==> src/rtl/decrypt_code_pkg.sv <==
// Shared constants, state encoding and LFSR step for the serial decryptor.
// Used by decrypt_code, lfsr_keygen and any matching encrypt side.
package decrypt_code_pkg;

  localparam int LFSR_W = 4;
  localparam int BYTE_W = 8;
  localparam logic [LFSR_W-1:0] LFSR_SEED = 4'b0001;

  typedef enum logic {
    ST_IDLE = 1'b0,
    ST_RUN  = 1'b1
  } state_e;

  function automatic logic [LFSR_W-1:0] lfsr_step(
    input logic [LFSR_W-1:0] cur
  );
    return {cur[LFSR_W-1] ^ cur[0], cur[LFSR_W-1:1]};
  endfunction

endpackage

==> src/rtl/decrypt_code_lfsr_keygen.sv <==
// 4-bit keystream LFSR: load a value, or step once per clock; key = bit 0.
// Ports: i_clk, i_reset_n, i_load, i_load_val, i_step, o_key.
module lfsr_keygen
  import decrypt_code_pkg::*;
(
  input  logic              i_clk,
  input  logic              i_reset_n,
  input  logic              i_load,
  input  logic [LFSR_W-1:0] i_load_val,
  input  logic              i_step,
  output logic              o_key
);

  logic [LFSR_W-1:0] r_lfsr;

  always_ff @(posedge i_clk or negedge i_reset_n) begin
    if (!i_reset_n) begin
      r_lfsr <= LFSR_SEED;
    end else if (i_load) begin
      r_lfsr <= i_load_val;
    end else if (i_step) begin
      r_lfsr <= lfsr_step(r_lfsr);
    end
  end

  assign o_key = r_lfsr[0];

endmodule

==> src/rtl/decrypt_code.sv <==
// Serial stream decryptor: XOR with LFSR keystream, byte/frame assembly.
// Ports: i_clk, i_reset_n, i_start, i_code in; o_data, o_byte, status out.
module decrypt_code
  import decrypt_code_pkg::*;
#(
  parameter int unsigned FRAME_BYTES = 4
) (
  input  logic              i_clk,
  input  logic              i_reset_n,
  input  logic              i_start,
  input  logic              i_code,
  output logic              o_data,
  output logic              o_data_valid,
  output logic [BYTE_W-1:0] o_byte,
  output logic              o_byte_valid,
  output logic              o_frame_done,
  output logic              o_resync,
  output logic              o_busy
);

  localparam logic [7:0] LAST_BYTE = 8'(FRAME_BYTES - 1);

  state_e            r_state;
  logic [2:0]        r_bit_cnt;
  logic [7:0]        r_byte_cnt;
  logic [BYTE_W-1:0] r_shift;
  logic [BYTE_W-1:0] r_byte;
  logic              r_byte_valid;
  logic              r_frame_done;
  logic              r_resync;
  logic              r_busy;

  logic              w_run;
  logic              w_run_bit;
  logic              w_last_bit;
  logic              w_frame_end;
  logic              w_lfsr_key;
  logic              w_key;
  logic              w_bit;
  logic              w_load;
  logic [LFSR_W-1:0] w_load_val;

  assign w_run       = (r_state == ST_RUN);
  assign w_run_bit   = w_run & ~i_start;
  assign w_last_bit  = w_run_bit & (r_bit_cnt == 3'd7);
  assign w_frame_end = w_last_bit & (r_byte_cnt == LAST_BYTE);

  // A start cycle always uses the seed's key bit, wherever the LFSR is.
  assign w_key = i_start ? LFSR_SEED[0] : w_lfsr_key;
  assign w_bit = i_code ^ w_key;

  assign o_data_valid = w_run | i_start;
  assign o_data       = o_data_valid & w_bit;

  // Start consumes the seed this cycle, so preload its successor.
  assign w_load     = i_start | w_frame_end;
  assign w_load_val = i_start ? lfsr_step(LFSR_SEED) : LFSR_SEED;

  lfsr_keygen u_keygen (
    .i_clk      (i_clk),
    .i_reset_n  (i_reset_n),
    .i_load     (w_load),
    .i_load_val (w_load_val),
    .i_step     (w_run_bit),
    .o_key      (w_lfsr_key)
  );

  always_ff @(posedge i_clk or negedge i_reset_n) begin
    if (!i_reset_n) begin
      r_state      <= ST_IDLE;
      r_bit_cnt    <= '0;
      r_byte_cnt   <= '0;
      r_shift      <= '0;
      r_byte       <= '0;
      r_byte_valid <= 1'b0;
      r_frame_done <= 1'b0;
      r_resync     <= 1'b0;
      r_busy       <= 1'b0;
    end else begin
      r_byte_valid <= 1'b0;
      r_frame_done <= 1'b0;
      r_resync     <= 1'b0;
      unique case (1'b1)
        i_start: begin
          r_resync   <= w_run;
          r_state    <= ST_RUN;
          r_busy     <= 1'b1;
          r_bit_cnt  <= 3'd1;
          r_byte_cnt <= '0;
          r_shift[0] <= w_bit;
        end
        w_run_bit: begin
          r_shift[r_bit_cnt] <= w_bit;
          r_bit_cnt          <= r_bit_cnt + 3'd1;
          if (w_last_bit) begin
            r_byte       <= {w_bit, r_shift[BYTE_W-2:0]};
            r_byte_valid <= 1'b1;
            if (w_frame_end) begin
              r_frame_done <= 1'b1;
              r_state      <= ST_IDLE;
              r_busy       <= 1'b0;
              r_byte_cnt   <= '0;
            end else begin
              r_byte_cnt <= r_byte_cnt + 8'd1;
            end
          end
        end
        default: ;
      endcase
    end
  end

  assign o_byte       = r_byte;
  assign o_byte_valid = r_byte_valid;
  assign o_frame_done = r_frame_done;
  assign o_resync     = r_resync;
  assign o_busy       = r_busy;

endmodule
==> config.mk <==
export PLATFORM = sky130hd
export DESIGN_NAME = decrypt_code
export DESIGN_NICKNAME = d
export VERILOG_FILES = /design/src/rtl/decrypt_code_pkg.sv /design/src/rtl/decrypt_code_lfsr_keygen.sv /design/src/rtl/decrypt_code.sv
export SDC_FILE = /design/constraint.sdc
export NUM_CORES = 1
export LEC_CHECK = 0
export ABC_AREA = 1
export CORE_MARGIN = 2
export CORE_UTILIZATION = 52
export CTS_BUF_LIST = sky130_fd_sc_hd__clkbuf_8
export DETAILED_ROUTE_END_ITERATION = 10
export PLACE_DENSITY = 0.81
export SLEW_MARGIN = 20
export SYNTH_ARGS = -nofsm -noshare
export SYNTH_HDL_FRONTEND = slang
export SYNTH_SLANG_ARGS = --single-unit
==> constraint.sdc <==
create_clock -name i_clk -period 1.36 [get_ports i_clk]
set_clock_uncertainty 0.05 [all_clocks]
set_input_delay 0.136 -clock i_clk [delete_from_list [all_inputs] [get_ports i_clk]]
set_output_delay 0.136 -clock i_clk [all_outputs]
set_load 0.03 [all_outputs]
==> reports/results.ini, run 1 <==
[outcome]
status = complete, but fails checks
violations = negative setup slack

[power]
p_int_w = 0.001857
seq_power_share = 0.462
power_density_mw_per_mm2 = 1254
combPwrFrac = 0.260
swShare = 0.3288
clockPowerShare = 0.278
cellLeakagePower_nw = 1.163
power_switching_w = 0.0009097
ir_drop_mv = 0.9247

[drt]
drt-total-wl_um = 3621
dr.pass1.iters = 4
drc = 0
ant_nets = 0
wl_per_cell_um = 13.82
num_vias = 1358
drtIter0Drc = 25
viasPerCell = 5.183

[clocking]
cts_num_sinks = 34
cts_root_buf = clkbuf_8
tritoncts = yes
cts_hold_buf = 0
cts_buffers = 5
htree_levels = 2
clk_latency_ns = 0.29
clk_pin_slew_ns = 0.07
cts_buffer_depth = 2

[global_routing]
antenna_found_initial = 0
grt_pass1_wl_um = 6044
grt_pass1_vias = 1371
grt_util_all_layers = 0.2337
grt_overflow_total = 0
grt_max_degree = 35

[die]
core_mm2 = 0.003003
die_w_um = 59.56
row_count = 20
initial_core_util = 0.5346
die_y_um = 59.56
num_io_pins = 18
dieArea_mm2 = 0.003547

[synth]
mappedNetlistNets = 188
syn_inst = 181
yosysWarnings = 0
synth_area_mm2 = 0.001605
synth_mux_area_frac = 0.006235
ys_ff_latch = 34
yosysTopAreaCellShare = 0.5144
yosys.area_share.simple = 0.2634
netlist-cell-type-count = 26
synth_fa_ha_area_frac = 0.02338
synthXorXnorAreaFrac = 0.03196
synth_largest_area_cell = dfrtp_1
ys_seq_area_frac = 0.5308
syn_avg_cell_area_um2 = 8.869
synth_top_family_by_area = simple AND/OR/NAND/NOR gates
synth_compound_area_frac = 0.07794
synth.area.top_cells = dfrtp_1, nand2_1, inv_1, nor2_1, o21ai_0

[sta]
max_freq_mhz = 689.9
slew_violations = 0
fin_ws_ns = -0.08958
worstMarginPinSlew_ns = 0.3129
hold_violations = 0
relSlewSlack = 0.7922
finalSetupTns_ns = -0.4338
rsz0062_at_grt = true
fin_crit_ns = 1.450
finalSetupViolations = 10
finalCritPeriodShare = 1.066

[run]
cap_violations = 0

[finish]
nets = 235
final_cell_mix = nand2_1, dfrtp_1, buf_4
area_growth_pct = 37.41
antenna_cells = 0
mostFrequentLayoutCell = nand2_1
drive_gt1_frac = 0.3319
postLayoutCoreUtil = 0.7346

[worst_setup_path]
startpoint_type = flip-flop
arrival_ns = 1.26
cp-end-kind = output port
cp.required_ns = 1.17
startpoint = u_keygen.r_lfsr[0]
crit_type = reg2out
critPathMaxFanout = 2
r2r_start = r_bit_cnt[0]

[min_path]
hold_class = in2async

[placement]
hpwl_um = 2283
place_congestion = 0.7697
io_buffers = 17

## per-stage QoR
stage	hold WS [ns]	std cells	power, W	worst slack, ns	area [um2]
global placement	0.4045	251	0.002002	-0.1144	1982
detailed placement	0.4135	251	0.002035	-0.1314	1982
finish	0.1543	262	0.002767	-0.08958	2206
global route	0.1676	262	0.002918	-0.1506	2206
CTS	0.1637	262	0.002755	-0.1008	2121
floorplan	-0.2096	181	0.001709	-0.006234	1619
## cell type report
class | instances | area, um2
Sequential cell | 34 | 853.3
Fill cell | 196 | 797.0
Multi-Input combinational cell | 122 | 768.2
Timing Repair Buffer | 41 | 349.1
Inverter | 24 | 102.6
Clock buffer | 6 | 82.58
Tap cell | 33 | 41.29
Clock inverter | 2 | 8.758
## cell usage after synthesis
master / instances
a21oi_1: 2
a21oi_2: 1
a22o_1: 1
buf_6: 1
dfrtp_1: 33
dfstp_2: 1
ha_1: 3
inv_1: 21
inv_2: 2
inv_6: 1
mux2i_1: 1
nand2_1: 57
nand2_2: 3
nand2_4: 1
nand3_1: 6
nand3_4: 1
nand4_1: 5
nor2_1: 18
nor2_8: 1
nor3b_2: 1
o21a_1: 1
o21ai_0: 10
o21ai_1: 1
o21ai_2: 4
xor2_1: 4
xor2_2: 1
## path summary, 6_finish.rpt
| check | to | slack [ns] | depth (start not counted) |
|---|---|---|---|
| min reg2reg | o_byte[6] | 0.42 | 2 |
| min | o_byte[3] | 0.15 | 2 |
| max in group asynchronous | u_keygen.r_lfsr[0] | 0.85 | 2 |
| min in group i_clk | o_byte[6] | 0.42 | 2 |
| max | o_data | -0.09 | 4 |
| max reg2reg | r_byte_cnt[2] | -0.07 | 7 |
## kinds of logic (layout without fill, tap and decap cells)
logic type | after synthesis | after routing
AOI/OAI and AO/OA | 20 | 20
and+or+nand+nor | 93 | 93
DFF | 34 | 34
buffers and inverters | 25 | 73
adders and majority gates | 3 | 3
muxes | 1 | 1
xor gates and xnor gates | 5 | 5
## power by group through the flow
stage	combinational (W)	sequential (W)	clock, W
after floorplan	0.000255	0.00145	0
after global placement	0.000721	0.00128	0
after detailed placement	0.000740	0.00130	0
after CTS	0.000700	0.00128	0.000780
after global routing	0.000797	0.00130	0.000821
final	0.000720	0.00128	0.000770
## registers in the layout (all words and copies together) (netlist names), 3 cells and up
name and count:
r_bit_cnt 3, u_keygen.r_lfsr 4, r_shift 7, o_byte 8, r_byte_cnt 8
## critical path, cell delays in order (launching register included)
cell,delay [ns]
dfstp_2,0.54
nor2_2,0.05
xor2_2,0.17
nor2_4,0.09
buf_6,0.13
## what timing repair did
item	4_1_cts	5_1_grt
gates resized for setup	21	26
buffers inserted	4	0
endpoints found under the hold margin	0	0
setup endpoints to repair	21	19
pin swaps	6	13
## metal layers
layer  vias to the layer above  track usage  share of wire
li1                        655            -              -
met1                       648       0.2739           0.40
met2                        47       0.3830           0.52
met3                         8      0.07424          0.058
met4                         0       0.1206          0.022
met5                         -            0              0
No activity file was read; power rests on OpenSTA's default activity.
==> run 2: changes to the inputs <==
--- a/config.mk
+++ b/config.mk
@@ -6,7 +6,7 @@
 export NUM_CORES = 1
 export LEC_CHECK = 0
 export ABC_AREA = 1
-export CORE_MARGIN = 2
+export CORE_MARGIN = 1
 export CORE_UTILIZATION = 52
 export CTS_BUF_LIST = sky130_fd_sc_hd__clkbuf_8
 export DETAILED_ROUTE_END_ITERATION = 10
==> reports/results.ini, run 2 (synthesis results as in run 1) <==
[clocking]
cts_num_sinks = 34
htree_levels = 2
cts_root_buf = clkbuf_8
cts_buffers = 5
tritoncts = yes
cts_buffer_depth = 2
clk_latency_ns = 0.28
cts_hold_buf = 0
clk_pin_slew_ns = 0.07

[global_routing]
grt_overflow_total = 0
antenna_found_initial = 0
grt_pass1_wl_um = 5616
grt_pass1_vias = 1324
grt_util_all_layers = 0.2295
grt_max_degree = 22

[worst_setup_path]
startpoint_type = flip-flop
crit_type = reg2out
path_delay_family = flip-flops
r2r_cells = 7
arrival_ns = 1.30
cp.required_ns = 1.17
max_stage_delay_ns = 0.56
timing.rr.end = r_byte_cnt[4]
critPathMaxFanout = 2
r2r_start = r_bit_cnt[1]
r2r_setup_slack_ns = -0.08
slowest_stage = dfstp_2
cp_num_buf_inv = 1
cp-end-kind = output port
worstPathCellList = nor2_2, xor2_2, nor2_4, buf_6

[sta]
finalCritPeriodShare = 1.093
rsz0062_at_grt = true
worstMarginPinSlew_ns = 0.3127
hold_violations = 0
timing.hold.ws_ns = 0.1398
finalSetupTns_ns = -0.5468
max_freq_mhz = 672.8
fin_crit_ns = 1.486
finalSetupViolations = 9
relSlewSlack = 0.7923
fin_ws_ns = -0.1263
slew_violations = 0

[placement]
dp.cells = 247
io_buffers = 17
hpwl_um = 2404
dp_slack_ns = -0.2111
place_congestion = 0.8390

[die]
dieArea_mm2 = 0.003313
initial_core_util = 0.5674
core_mm2 = 0.002829
num_io_pins = 18
row_count = 19
die_w_um = 57.56
die_y_um = 57.56

[power]
cellLeakagePower_nw = 1.172
power_density_mw_per_mm2 = 1309
ir_drop_mv = 0.9609

[run]
cap_violations = 0

[finish]
area_growth_pct = 37.33
antenna_cells = 0
drive_gt1_frac = 0.3289
final_cell_mix = nand2_1, dfrtp_1, buf_4
mostFrequentLayoutCell = nand2_1
nets = 234
final_cells = 259

[min_path]
hold_end = o_resync
holdPathStages = 3
hold_class = in2reg
hold_path_startpoint = i_start

[drt]
drtIter0Drc = 44
wl_per_cell_um = 14.69
ant_nets = 0
dr.pass1.iters = 7
viasPerCell = 5.328
drc = 2
drt-total-wl_um = 3804
num_vias = 1380

[outcome]
status = complete, but fails checks
violations = design-rule violations, negative setup slack

## run 2: tightest hold or removal path, stage by stage
cell	delay, ns
dlymetal6s2s_1	0.18
nand2_1	0.09
inv_1	0.04
## run 2: where the power goes
part,switching [W],total (W),internal [W]
sequential,0.0000917,0.00128,0.00119
combinational,0.000466,0.000728,0.000262
clock,0.000344,0.000876,0.000533
total,0.000901,0.00289,0.00198
## run 2: area by class of cell
cell class                 count  area, um2
clock inverter                 3      37.54
timing repair buffer          40      331.6
inverter                      24      100.1
tap                           31      38.79
sequential                    34      853.3
multi-input combinational    122      774.5
fill                         176      624.3
clock buffer                   5      68.82
## run 2: worst max-delay path by stage
stage	cells after the start	from	end	slack, ns
2_1_floorplan	7	r_bit_cnt[0]	r_byte_cnt[2]	-0.006
3_3_place_gp	6	i_start	r_shift[0]	-0.12
3_5_place_dp	6	i_start	r_shift[5]	-0.21
4_1_cts	4	u_keygen.r_lfsr[0]	o_data	-0.14
5_1_grt	7	r_bit_cnt[1]	r_byte_cnt[4]	-0.15
6_report	4	u_keygen.r_lfsr[0]	o_data	-0.13
## run 2: layer usage
metal / wire length (um) / share of wire / vias up / global-route usage
met3: 163 / 0.043 / 19 / 0.06122
met5: 0 / 0 / - / 0
met4: 148 / 0.039 / 0 / 0.1115
met2: 1898 / 0.50 / 44 / 0.3920
li1: - / - / 661 / -
met1: 1593 / 0.42 / 656 / 0.2672
## run 2: through the flow
step	util	total power, W	area (um2)
final	0.7793	0.002885	2205
after global routing	0.7793	0.003012	2205
after CTS	0.7470	0.002873	2113
after detailed placement	0.6900	0.002035	1952
after global placement	0.6900	0.001996	1952
after floorplan	-	0.001709	1619
## run 2: timing repair
item	in CTS	in global routing
buffers inserted	4	1
resized for setup	21	30
setup endpoints to repair	22	21
endpoints found under the hold margin	0	0
pin swaps	7	9
